**config.mk**
```make
export PLATFORM = sky130hd
export DESIGN_NAME = toaster_top
export DESIGN_NICKNAME = d
export VERILOG_FILES = /design/src/rtl/toaster_top.sv
export SDC_FILE = /design/constraint.sdc
export NUM_CORES = 1
export LEC_CHECK = 0
export ABC_AREA = 0
export BUFFER_PORTS_ARGS = -buffer_cell sky130_fd_sc_hd__buf_2
export CAP_MARGIN = 0
export CORE_MARGIN = 4
export CORE_UTILIZATION = 32
export CTS_CLUSTER_DIAMETER = 80
export CTS_CLUSTER_SIZE = 14
export DETAILED_ROUTE_END_ITERATION = 16
export SLEW_MARGIN = 20
export SYNTH_ARGS = -nofsm -noshare
export SYNTH_HDL_FRONTEND = slang
export SYNTH_SLANG_ARGS = --single-unit
```
**constraint.sdc**
```tcl
create_clock -name clk -period 1.9 [get_ports clk]
set_input_delay 0 -clock clk [delete_from_list [all_inputs] [get_ports clk]]
set_output_delay 0 -clock clk [all_outputs]
set_load 0.1 [all_outputs]
```
**src/rtl/toaster_top.sv**
```systemverilog
// Toaster sequencing controller: a debounced start/abort press walks
// IDLE -> WARMUP -> TOAST -> COOL_DOWN -> IDLE with a per-state dwell time.
module toaster_top #(
   parameter int WARMUP_CYCLES = 8,
   parameter int TOAST_CYCLES  = 16,
   parameter int COOL_CYCLES   = 8
) (
   input  logic       clk,
   input  logic       rst,
   input  logic       iiA,
   output logic [1:0] state_int
);

   localparam int MAX_A  = (WARMUP_CYCLES > TOAST_CYCLES) ? WARMUP_CYCLES : TOAST_CYCLES;
   localparam int MAX_C  = (MAX_A > COOL_CYCLES) ? MAX_A : COOL_CYCLES;
   localparam int CW     = $clog2(MAX_C) + 1;

   localparam logic [CW-1:0] WARM_LAST  = CW'(WARMUP_CYCLES - 1);
   localparam logic [CW-1:0] TOAST_LAST = CW'(TOAST_CYCLES - 1);
   localparam logic [CW-1:0] COOL_LAST  = CW'(COOL_CYCLES - 1);

   typedef enum logic [1:0] {
      IDLE      = 2'b00,
      WARMUP    = 2'b01,
      TOAST     = 2'b10,
      COOL_DOWN = 2'b11
   } state_t;

   state_t        state_q, state_d;
   logic [CW-1:0] cnt_q, cnt_d;
   logic          s1_q, s1_d;
   logic          s2_q, s2_d;
   logic          s3_q, s3_d;
   logic          press;

   // s1/s2 resynchronise the button; s3 gives the previous value for edge detect.
   assign press = s2_q & ~s3_q;

   always_comb begin
      s1_d = iiA;
      s2_d = s1_q;
      s3_d = s2_q;
   end

   always_comb begin
      state_d = state_q;
      case (state_q)
         IDLE: begin
            if (press) state_d = WARMUP;
         end
         WARMUP: begin
            if (press)                   state_d = COOL_DOWN;
            else if (cnt_q == WARM_LAST) state_d = TOAST;
         end
         TOAST: begin
            if (press)                    state_d = COOL_DOWN;
            else if (cnt_q == TOAST_LAST) state_d = COOL_DOWN;
         end
         COOL_DOWN: begin
            if (cnt_q == COOL_LAST) state_d = IDLE;
         end
         default: state_d = IDLE;
      endcase
   end

   // Dwell count restarts on every state change; held at zero while idle.
   always_comb begin
      cnt_d = cnt_q + 1'b1;
      if ((state_d != state_q) || (state_q == IDLE)) cnt_d = '0;
   end

   always_ff @(posedge clk or posedge rst) begin
      if (rst) begin
         state_q <= IDLE;
         cnt_q   <= '0;
         s1_q    <= 1'b0;
         s2_q    <= 1'b0;
         s3_q    <= 1'b0;
      end else begin
         state_q <= state_d;
         cnt_q   <= cnt_d;
         s1_q    <= s1_d;
         s2_q    <= s2_d;
         s3_q    <= s3_d;
      end
   end

   assign state_int = state_q;

endmodule

```
; Yosys cells after proc, flatten, opt, wreduce, memory -nomap -nowiden
; Index checks and enable logic that the tools add are counted.
[totals]
word_cells = 24
output_inout_bits = 2
ff_bits = 10
n_memories = 0
mem_bits_ro = 0
mem_bits_rw = 0
latch_bits = 0
input_bits = 3
[classes]
n_bitwise = 2
mux = 8
addsub = 1
mul = 0
eq_ne = 6
n_lt_le_gt_ge = 0
reduce_logical = 2
shift = 0
div_mod_pow = 0
[op_table]
columns = op, n
row1 = 2-to-1 mux 2 bit, 6
row2 = case mux 2 bit (4 select lines), 1
row3 = "adder 5 x 1 -> 5 bit, second input constant", 1
row4 = "equality test 5 x 3 -> 1 bit, second input constant", 1
row5 = "equality test 5 x 4 -> 1 bit, second input constant", 1
row6 = 2-to-1 mux 5 bit, 1
row7 = "equality test 2 bit, second input constant", 2
row8 = "equality test 2 x 1 -> 1 bit, second input constant", 1
row9 = logical NOT 2 bit, 1
row10 = inequality test 2 bit, 1
row11 = AND 1 bit, 1
row12 = logical OR 1 bit, 1
row13 = inverter 1 bit, 1

; Depth between registers and ports, before layout
; Gate-level depths: netlist (run 1).
[logic_depth]
word_depth = 7
ltp_mapped = 6
ltp_nobuf = 6

; Worst setup path after synthesis (run 1)
; No wires, ideal clock.
[synth_timing]
kind = flip-flop to flip-flop
from = reg state_q[1], in the netlist state_int[1]
to = reg cnt_q[0]
n_path_buf = 0
setup_ns = 0.079
period_less_slack_ns = 1.565
arrival_ns = 1.486
slack_ns = 0.335
stages_incl_launch_ff = 3
required_ns = 1.821
cell_sequence = dfrtp_1 > nand3_1 > a21oi_1
[synth_between]
elab_chain_len = 6
elab_cells_between_ends = 14
classes_between = eq/ne: 4 / mux: 8 / reduce/logical: 2
[synth_lines]
columns = item, line
row1 = start: declaration, 29  ; state_t state_q, state_d;
row2 = start signal: assignment, 80  ; state_q <= state_d;
row3 = 2-to-1 mux 2 bit (on tied branches), "57, 53"
row4 = 2-to-1 mux 2 bit (on tied branches), "56, 52"
row5 = case mux 2 bit (4 select lines), 47  ; case (state_q)
row6 = inequality test 2 bit, 69  ; if ((state_d != state_q) || (state_q == IDLE)) cnt_d = '0;
row7 = logical OR 1 bit *, 69
row8 = 2-to-1 mux 5 bit *, 69
row9 = named net cnt_d[0], 30  ; logic [CW-1:0] cnt_q, cnt_d;
row10 = end signal: assignment, 81  ; cnt_q <= cnt_d;
row11 = end: declaration, 30
; Mark *: on every way through the listed nets, which the timed path passes. The rest lies on a longest branch.

; Final worst setup path (run 1)
[layout_timing]
from = reg cnt_q[0]
to = reg cnt_q[4]
[layout_between]
elab_chain_len = 7
elab_cells_between_ends = 12
classes_between = add/sub: 1 / eq/ne: 3 / mux: 7 / reduce/logical: 1
[layout_lines]
columns = item, line
row1 = equality test 5 x 4 -> 1 bit or equality test 5 x 3 -> 1 bit (tied branches), "57, 53, 60"
row2 = 2-to-1 mux 2 bit (on tied branches), "57, 53"
row3 = 2-to-1 mux 2 bit (on tied branches), "56, 52"
row4 = case mux 2 bit (4 select lines), 47
row5 = inequality test 2 bit, 69
row6 = logical OR 1 bit, 69
row7 = 2-to-1 mux 5 bit *, 69
row8 = named net cnt_d[4], 30
; Marked as above.

==> results of run 1 <==
cell families (layout without fill, tap and decap cells):
kind of cell | Yosys count | in the layout | share of synthesized area, %
xor gates and xnor gates | 2 | 2 | 3.96
buffers and inverters | 2 | 12 | 1.70
DFF | 10 | 10 | 56.5
AOI/OAI and AO/OA | 9 | 9 | 16.7
adders and majority gates | 2 | 2 | 5.65
and+or+nand+nor | 9 | 9 | 15.5
final timing paths:
| kind | end | slack, ns | depth (start not counted) |
|---|---|---|---|
| setup / recovery | cnt_q[4]$_DFF_PP0_ | 0.28 | 6 |
| hold / removal | cnt_q[2]$_DFF_PP0_ | 0.25 | 3 |
| setup reg to reg | cnt_q[4]$_DFF_PP0_ | 0.28 | 6 |
| hold reg to reg | s2_q$_DFF_PP0_ | 0.36 | 0 |
| max in group asynchronous | state_int[1]$_DFF_PP0_ | 1.38 | 3 |
| min in group clk | s2_q$_DFF_PP0_ | 0.36 | 0 |
area by class of cell:
class | instances | area (um2)
repair buffers | 6 | 40.0
well taps | 15 | 18.8
fillers | 136 | 763
flip-flops and latches | 10 | 250
multi-input cells | 22 | 185
inverters | 2 | 7.51
clock buffers | 4 | 36.3
power groups by stage:
stage,Clock [mW],Sequential [mW],Combinational (mW)
floorplan,0,0.437,0.170
global placement,0,0.331,0.321
detailed placement,0,0.341,0.328
CTS,0.198,0.337,0.334
global route,0.205,0.346,0.358
finish,0.189,0.337,0.330
layout by cell type (no fill, tap or decap):
cell,n
sky130_fd_sc_hd__dlygate4sd3_1,2
sky130_fd_sc_hd__a21oi_1,4
sky130_fd_sc_hd__nand2_1,3
sky130_fd_sc_hd__clkbuf_4,3
sky130_fd_sc_hd__nand3_1,2
sky130_fd_sc_hd__xor2_1,1
sky130_fd_sc_hd__inv_1,2
sky130_fd_sc_hd__nand2b_2,1
sky130_fd_sc_hd__dfrtp_1,10
sky130_fd_sc_hd__a21boi_1,2
sky130_fd_sc_hd__clkbuf_8,1
sky130_fd_sc_hd__nor2_1,1
sky130_fd_sc_hd__and3_2,1
sky130_fd_sc_hd__ha_1,2
sky130_fd_sc_hd__xnor2_1,1
sky130_fd_sc_hd__nand4bb_4,1
sky130_fd_sc_hd__o22a_1,1
sky130_fd_sc_hd__o211ai_4,1
sky130_fd_sc_hd__a22o_1,1
sky130_fd_sc_hd__buf_2,4
per-stage QoR:
step / cells / instance area, um2 / hold WS (ns) / total power [mW] / util (%)
after floorplan: 34 / 443 / -0.160 / 0.606 / -
after global placement: 53 / 482 / -0.0243 / 0.651 / 37.0
after detailed placement: 53 / 482 / -0.0111 / 0.670 / 37.0
after CTS: 59 / 538 / 0.241 / 0.869 / 41.3
after global routing: 59 / 538 / 0.306 / 0.909 / 41.3
final: 59 / 538 / 0.245 / 0.857 / 41.3
worst max-delay path: cells and delay by family (launching register included):
kind / cells / cell delay (ns)
simple gates: 3 / 0.49
compound gates: 1 / 0.18
flops: 1 / 0.40
fa+ha+maj: 2 / 0.46
layer usage:
layer  wire length, um  vias up
li1                  -      139
met1               337      131
met2               329        7
met3                42        4
met4                28        0
met5                 0        -
state kept, by name, summed over array words and instances (netlist names):
signal     count
s1_q           1
cnt_q          5
s2_q           1
state_int      2
s3_q           1
==> flow_summary_export.csv, run 1 <==
group,metric,value,unit
run_status,run_status,"completed",
critical_path,crit_slowest_cell,"sky130_fd_sc_hd__dfrtp_1",
pwr,power.share.clock,22.1,%
logic_synthesis,synth_top_cell_area_share,56.5,%
floorplanning,floorplan.die.width,45.2,um
logic_synthesis,synth_edf_count,0,
sta,final_max_slew_viol_count,0,
critical_path,critical_path.startpoint_type,"flop",
cts,tritoncts_buffer_count,3,
critical_path,required,2.09,ns
global_route,met3_usage,3.59,%
drt,first_pass_iters,1,
floorplanning,std_cell_rows,13,
logic_synthesis,mappedNetlistNets,39,
sta,finClkSkew,0.00574,ns
sta,actual_transition_at_the_worst_max_transition_pin,0.487,ns
global_route,grt_first_pass_wirelength,1240,um
pwr,netSwitchingFraction,41.4,%
critical_path,critical_path_peak_fanout,5,
logic_synthesis,synth.top_cells.by_area,"sky130_fd_sc_hd__dfrtp_1 (56%), sky130_fd_sc_hd__nand4bb_4 (6.2%), sky130_fd_sc_hd__ha_1 (5.6%)",
critical_path,worstPathCellList,"ha_1 -> and3_2 -> ha_1 -> nor2_1 -> nand3_1 -> a21oi_1",
sta,post-route-min-period,1.62,ns
floorplanning,floorplan.die.height,45.2,um
global_route,globalRouteMet2Util,12.1,%
placement,place.detailed.hpwl,542,um
critical_path,critical_path.startpoint,"cnt_q[0]$_DFF_PP0_",
global_route,grt_antenna_before_repair,0,
placement,io_buffers,4,
pwr,pwr-share-comb,38.5,%
pwr,cellLeakagePower,0.237,nW
pwr,vdd_drop_max,0.697,mV
run,drv_cap,0,
drt,post_drt_via_cell_ratio,4.76,
floorplanning,effective_utilization_at_floorplan,34.0,%
logic_synthesis,synth_area_leader_cell,"sky130_fd_sc_hd__dfrtp_1",
logic_synthesis,synth.top_cells.by_count,"sky130_fd_sc_hd__dfrtp_1 (10), sky130_fd_sc_hd__a21oi_1 (4), sky130_fd_sc_hd__nand2_1 (3)",
floorplanning,core_area,1300,um2
logic_synthesis,postSynthAreaPerCell,13.0,um2
sta,final_worst_path_period_share,85.4,%
critical_path,cpMostUsedCell,"sky130_fd_sc_hd__ha_1",
floorplanning,num_io_pins,5,
logic_synthesis,synth-seq-cells,10,
pwr,power-per-cell-area,1590,nW/um2
sta,timing.setup.tns,0,ns
placement,gpl.final_weighted_congestion,0.720,
pwr,total_internal_power,0.502,mW
sta,worst_max_slew_margin_expressed_relative_to_the_limit,67.8,%
pwr,switching_power,0.355,mW
final_layout,area_growth_syn_to_layout,21.5,%
global_route,grt_start_max_net_pins,11,
drt,remaining_drc_errors,0,
cts,cts_hold_buffers,2,
final_layout,num-nets-final,50,
global_route,globalRouteOverflowTotal,0,
critical_path,worstPathArrival,1.81,ns
floorplanning,die-area,2040,um2
logic_synthesis,syn-cell-area,443,um2
cts,clock_insertion_delay_worst_skew,0.27,ns
placement,dp_worst_setup_slack,0.299,ns
global_route,all_layer_gr_usage,9.42,%
final_layout,drive_above_1_share,27.3,%
critical_path,worstReg2RegStart,"cnt_q[0]$_DFF_PP0_",
drt,mean_routed_wirelength_per_cell,12.5,um
min_path,hold_path.class,"in -> async",
logic_synthesis,unique_cell_type_count_in_the_yosys_netlist,16,
global_route,grt.met1_usage,11.8,%
cts,post_cts_resize_count,0,
sta,rsz_0062_raised_after_global_routing,"false",
drt,via_count,281,
final_layout,diodes,0,
sta,report.final.hold_viol_count,0,
logic_synthesis,post-synth-top-count-cell,"sky130_fd_sc_hd__dfrtp_1",
sta,fmaxAchievable,616,MHz
critical_path,cp_slowest_stage_delay,0.40,ns
critical_path,crit_path_end_kind,"flop",
cts,clock_sinks,10,
cts,path_clk_slew,0.07,ns
logic_synthesis,synth_ff_type,"sky130_fd_sc_hd__dfrtp_1",
global_route,gr-max-usage-layer,"met2",
sta,setup_viol,0,
cts,cts.root.buffer_cell,"sky130_fd_sc_hd__clkbuf_4",
cts,htree_num_levels,1,
pwr,pwr-share-seq,39.3,%
drt,wirelength,737,um
cts,number_of_setup_buffers_added_after_cts,0,
logic_synthesis,asyncSetResetFlopFracSynth,100,%
drt,detailedRoute.firstIterationViolations,0,
logic_synthesis,synth_cells,34,
logic_synthesis,synth.yosys.warnings,0,
drt,antenna_violating_nets_post_route,0,
cts,tritoncts_clock_tree,"yes",
global_route,first_global_vias,274,
cts,clock_tree_buffer_depth,2,
sta,final.setup.worst_slack,0.276,ns
critical_path,critPathKind,"reg -> reg",
logic_synthesis,synth.yosys.seq_area_share,56.5,%
Note: power is estimated with default switching activity, not from simulation.
==> run 2, diff against run 1 <==
BUFFER_PORTS_ARGS = -buffer_cell sky130_fd_sc_hd__clkbuf_2   (was -buffer_cell sky130_fd_sc_hd__buf_2)
==> run 2 against run 1 <==
Power shrank 5.9%. First-iteration DRC count rose by 2. Clock skew is 0.0039 ns lower. Worst hold slack better by 0.0013 ns. Clock power is 26% lower. Final cell count shrank 1.7%. Die area is the same. Sequential share of layout area grew 1.2 points. Setup slack better by 0.019 ns. Sequential cell count stayed put. Register-to-register slack improved by 0.02 ns. Non-clock buffer count unchanged. Largest power group unchanged.
==> flow_summary_export.csv, run 2 (synthesis gave the netlist of run 1 again) <==
group,metric,value,unit
run_status,run_status,"completed",
final_layout,num-nets-final,50,
global_route,globalRouteOverflowTotal,0,
sta,fmaxAchievable,623,MHz
cts,tritoncts_clock_tree,"yes",
sta,post-route-min-period,1.60,ns
critical_path,rrSetupSlack,0.30,ns
placement,gpl.final_weighted_congestion,0.702,
sta,setup_viol,0,
critical_path,critical_path.startpoint_type,"flop",
placement,dp_worst_setup_slack,0.295,ns
pwr,cellLeakagePower,0.232,nW
final_layout,diodes,0,
drt,wirelength,686,um
pwr,vdd_drop_max,0.593,mV
floorplanning,effective_utilization_at_floorplan,34.0,%
floorplanning,floorplan.die.height,45.2,um
final_layout,registers.top_by_ff_count,"cnt_q",
cts,number_of_setup_buffers_added_after_cts,0,
placement,place.detailed.hpwl,528,um
sta,finClkSkew,0.00180,ns
critical_path,worstReg2RegStart,"cnt_q[0]$_DFF_PP0_",
critical_path,timing.reg2reg.worst_path_depth,6,
global_route,all_layer_gr_usage,9.01,%
drt,post_drt_via_cell_ratio,5.03,
sta,worst_hold_slack,0.246,ns
cts,clock_insertion_delay_worst_skew,0.26,ns
floorplanning,std_cell_rows,13,
sta,report.final.hold_viol_count,0,
floorplanning,floorplan.die.width,45.2,um
global_route,grt_first_pass_wirelength,1190,um
final_layout,post_route_cell_area,524,um2
final_layout,fill_cells,129,
drt,detailedRoute.firstIterationViolations,2,
final_layout,drive_above_1_share,25.6,%
placement,cell_area_after_placement,482,um2
final_layout,finalCoreUtilization,40.3,%
global_route,grt_antenna_before_repair,0,
drt,remaining_drc_errors,0,
floorplanning,core_area,1300,um2
cts,clock_tree_buffer_depth,2,
final_layout,largest_reg_flops,5,
final_layout,area_growth_syn_to_layout,18.4,%
floorplanning,die-area,2040,um2
sta,final_worst_path_period_share,84.5,%
drt,first_pass_iters,2,
cts,path_clk_slew,0.06,ns
placement,io_buffers,4,
critical_path,critical_path_peak_fanout,5,
cts,htree_num_levels,1,
final_layout,final_cell_mix,"sky130_fd_sc_hd__dfrtp_1 (10), sky130_fd_sc_hd__a21oi_1 (4), sky130_fd_sc_hd__clkbuf_2 (4)",
cts,clock_sinks,10,
floorplanning,num_io_pins,5,
final_layout,final_common_cell,"sky130_fd_sc_hd__dfrtp_1",
sta,final.setup.worst_slack,0.295,ns
sta,worst_max_slew_margin_expressed_relative_to_the_limit,64.2,%
pwr,power-per-cell-area,1540,nW/um2
cts,cts.root.buffer_cell,"sky130_fd_sc_hd__clkbuf_4",
final_layout,area_used_by_multi_input_combinational_logic,185,um2
final_layout,final-seq-area,250,um2
drt,antenna_violating_nets_post_route,0,
global_route,first_global_vias,277,
run,drv_cap,0,
sta,final_max_slew_viol_count,0,
drt,mean_routed_wirelength_per_cell,11.8,um
min_path,hold_path.class,"in -> async",
critical_path,worstPathArrival,1.79,ns
sta,timing.setup.tns,0,ns
critical_path,required,2.09,ns
critical_path,crit_path_end_kind,"flop",
placement,dp_cells,53,
drt,via_count,292,
sta,rsz_0062_raised_after_global_routing,"false",
final_layout,post_layout_nonfiller_instances,58,
cts,tritoncts_buffer_count,3,
critical_path,reg_to_reg_critical_path_endpoint,"cnt_q[2]$_DFF_PP0_",
sta,actual_transition_at_the_worst_max_transition_pin,0.539,ns
pwr,design_power_total,0.806,mW
critical_path,critPathKind,"reg -> reg",
global_route,grt_start_max_net_pins,11,
[run 2: changes by cell type in the layout (fill, tap and decap cells not counted)]
cell / change
sky130_fd_sc_hd__clkbuf_8: -1
sky130_fd_sc_hd__clkbuf_2: +4
sky130_fd_sc_hd__buf_2: -4
[run 2: area by class of cell]
| type | instances | area share (%) |
|---|---|---|
| Clock buffer | 3 | 4.30 |
| Inverter | 2 | 1.43 |
| Multi-Input combinational cell | 22 | 35.3 |
| Sequential cell | 10 | 47.7 |
| Tap cell | 15 | 3.58 |
| Timing Repair Buffer | 6 | 7.64 |
[run 2: how the worst max path moves through the flow]
stage	from	endpoint	slack (ns)	cells after the start
after floorplan	state_int[1]$_DFF_PP0_	cnt_q[0]$_DFF_PP0_	0.34	2
after global placement	cnt_q[0]$_DFF_PP0_	cnt_q[2]$_DFF_PP0_	0.35	6
after detailed placement	cnt_q[0]$_DFF_PP0_	cnt_q[0]$_DFF_PP0_	0.30	6
after CTS	cnt_q[0]$_DFF_PP0_	cnt_q[0]$_DFF_PP0_	0.28	6
after global routing	cnt_q[0]$_DFF_PP0_	cnt_q[0]$_DFF_PP0_	0.19	6
final	cnt_q[0]$_DFF_PP0_	cnt_q[2]$_DFF_PP0_	0.30	6
[run 2: critical path, stage by stage, from the launching register on]
cell and delay (ns):
sky130_fd_sc_hd__dfrtp_1 0.40, sky130_fd_sc_hd__ha_1 0.27, sky130_fd_sc_hd__and3_2 0.23, sky130_fd_sc_hd__ha_1 0.18
sky130_fd_sc_hd__nor2_1 0.08, sky130_fd_sc_hd__nand3_1 0.18, sky130_fd_sc_hd__a21oi_1 0.18
[run 2: power by group]
group / leakage [nW] / switching (mW) / internal, mW / total, mW
Sequential: 0.120 / 0.0636 / 0.270 / 0.334
Clock: 0.0138 / 0.0662 / 0.0729 / 0.139
Combinational: 0.0988 / 0.216 / 0.117 / 0.334
[run 2: timing repair]
item / 4_1_cts / 5_1_grt
hold buffers: 2 / 0
resized for setup: 0 / 0
setup endpoints to repair: 0 / 0
hold endpoints to repair: 11 / 0
[run 2: per-layer routing]
layer | vias to the layer above | part of all wire (%) | global-route usage [%]
li1 | 140 | - | -
met1 | 141 | 43 | 10.0
met2 | 7 | 47 | 12.7
met3 | 4 | 6.6 | 4.78
met4 | 0 | 3.2 | 7.02
met5 | - | 0 | 0
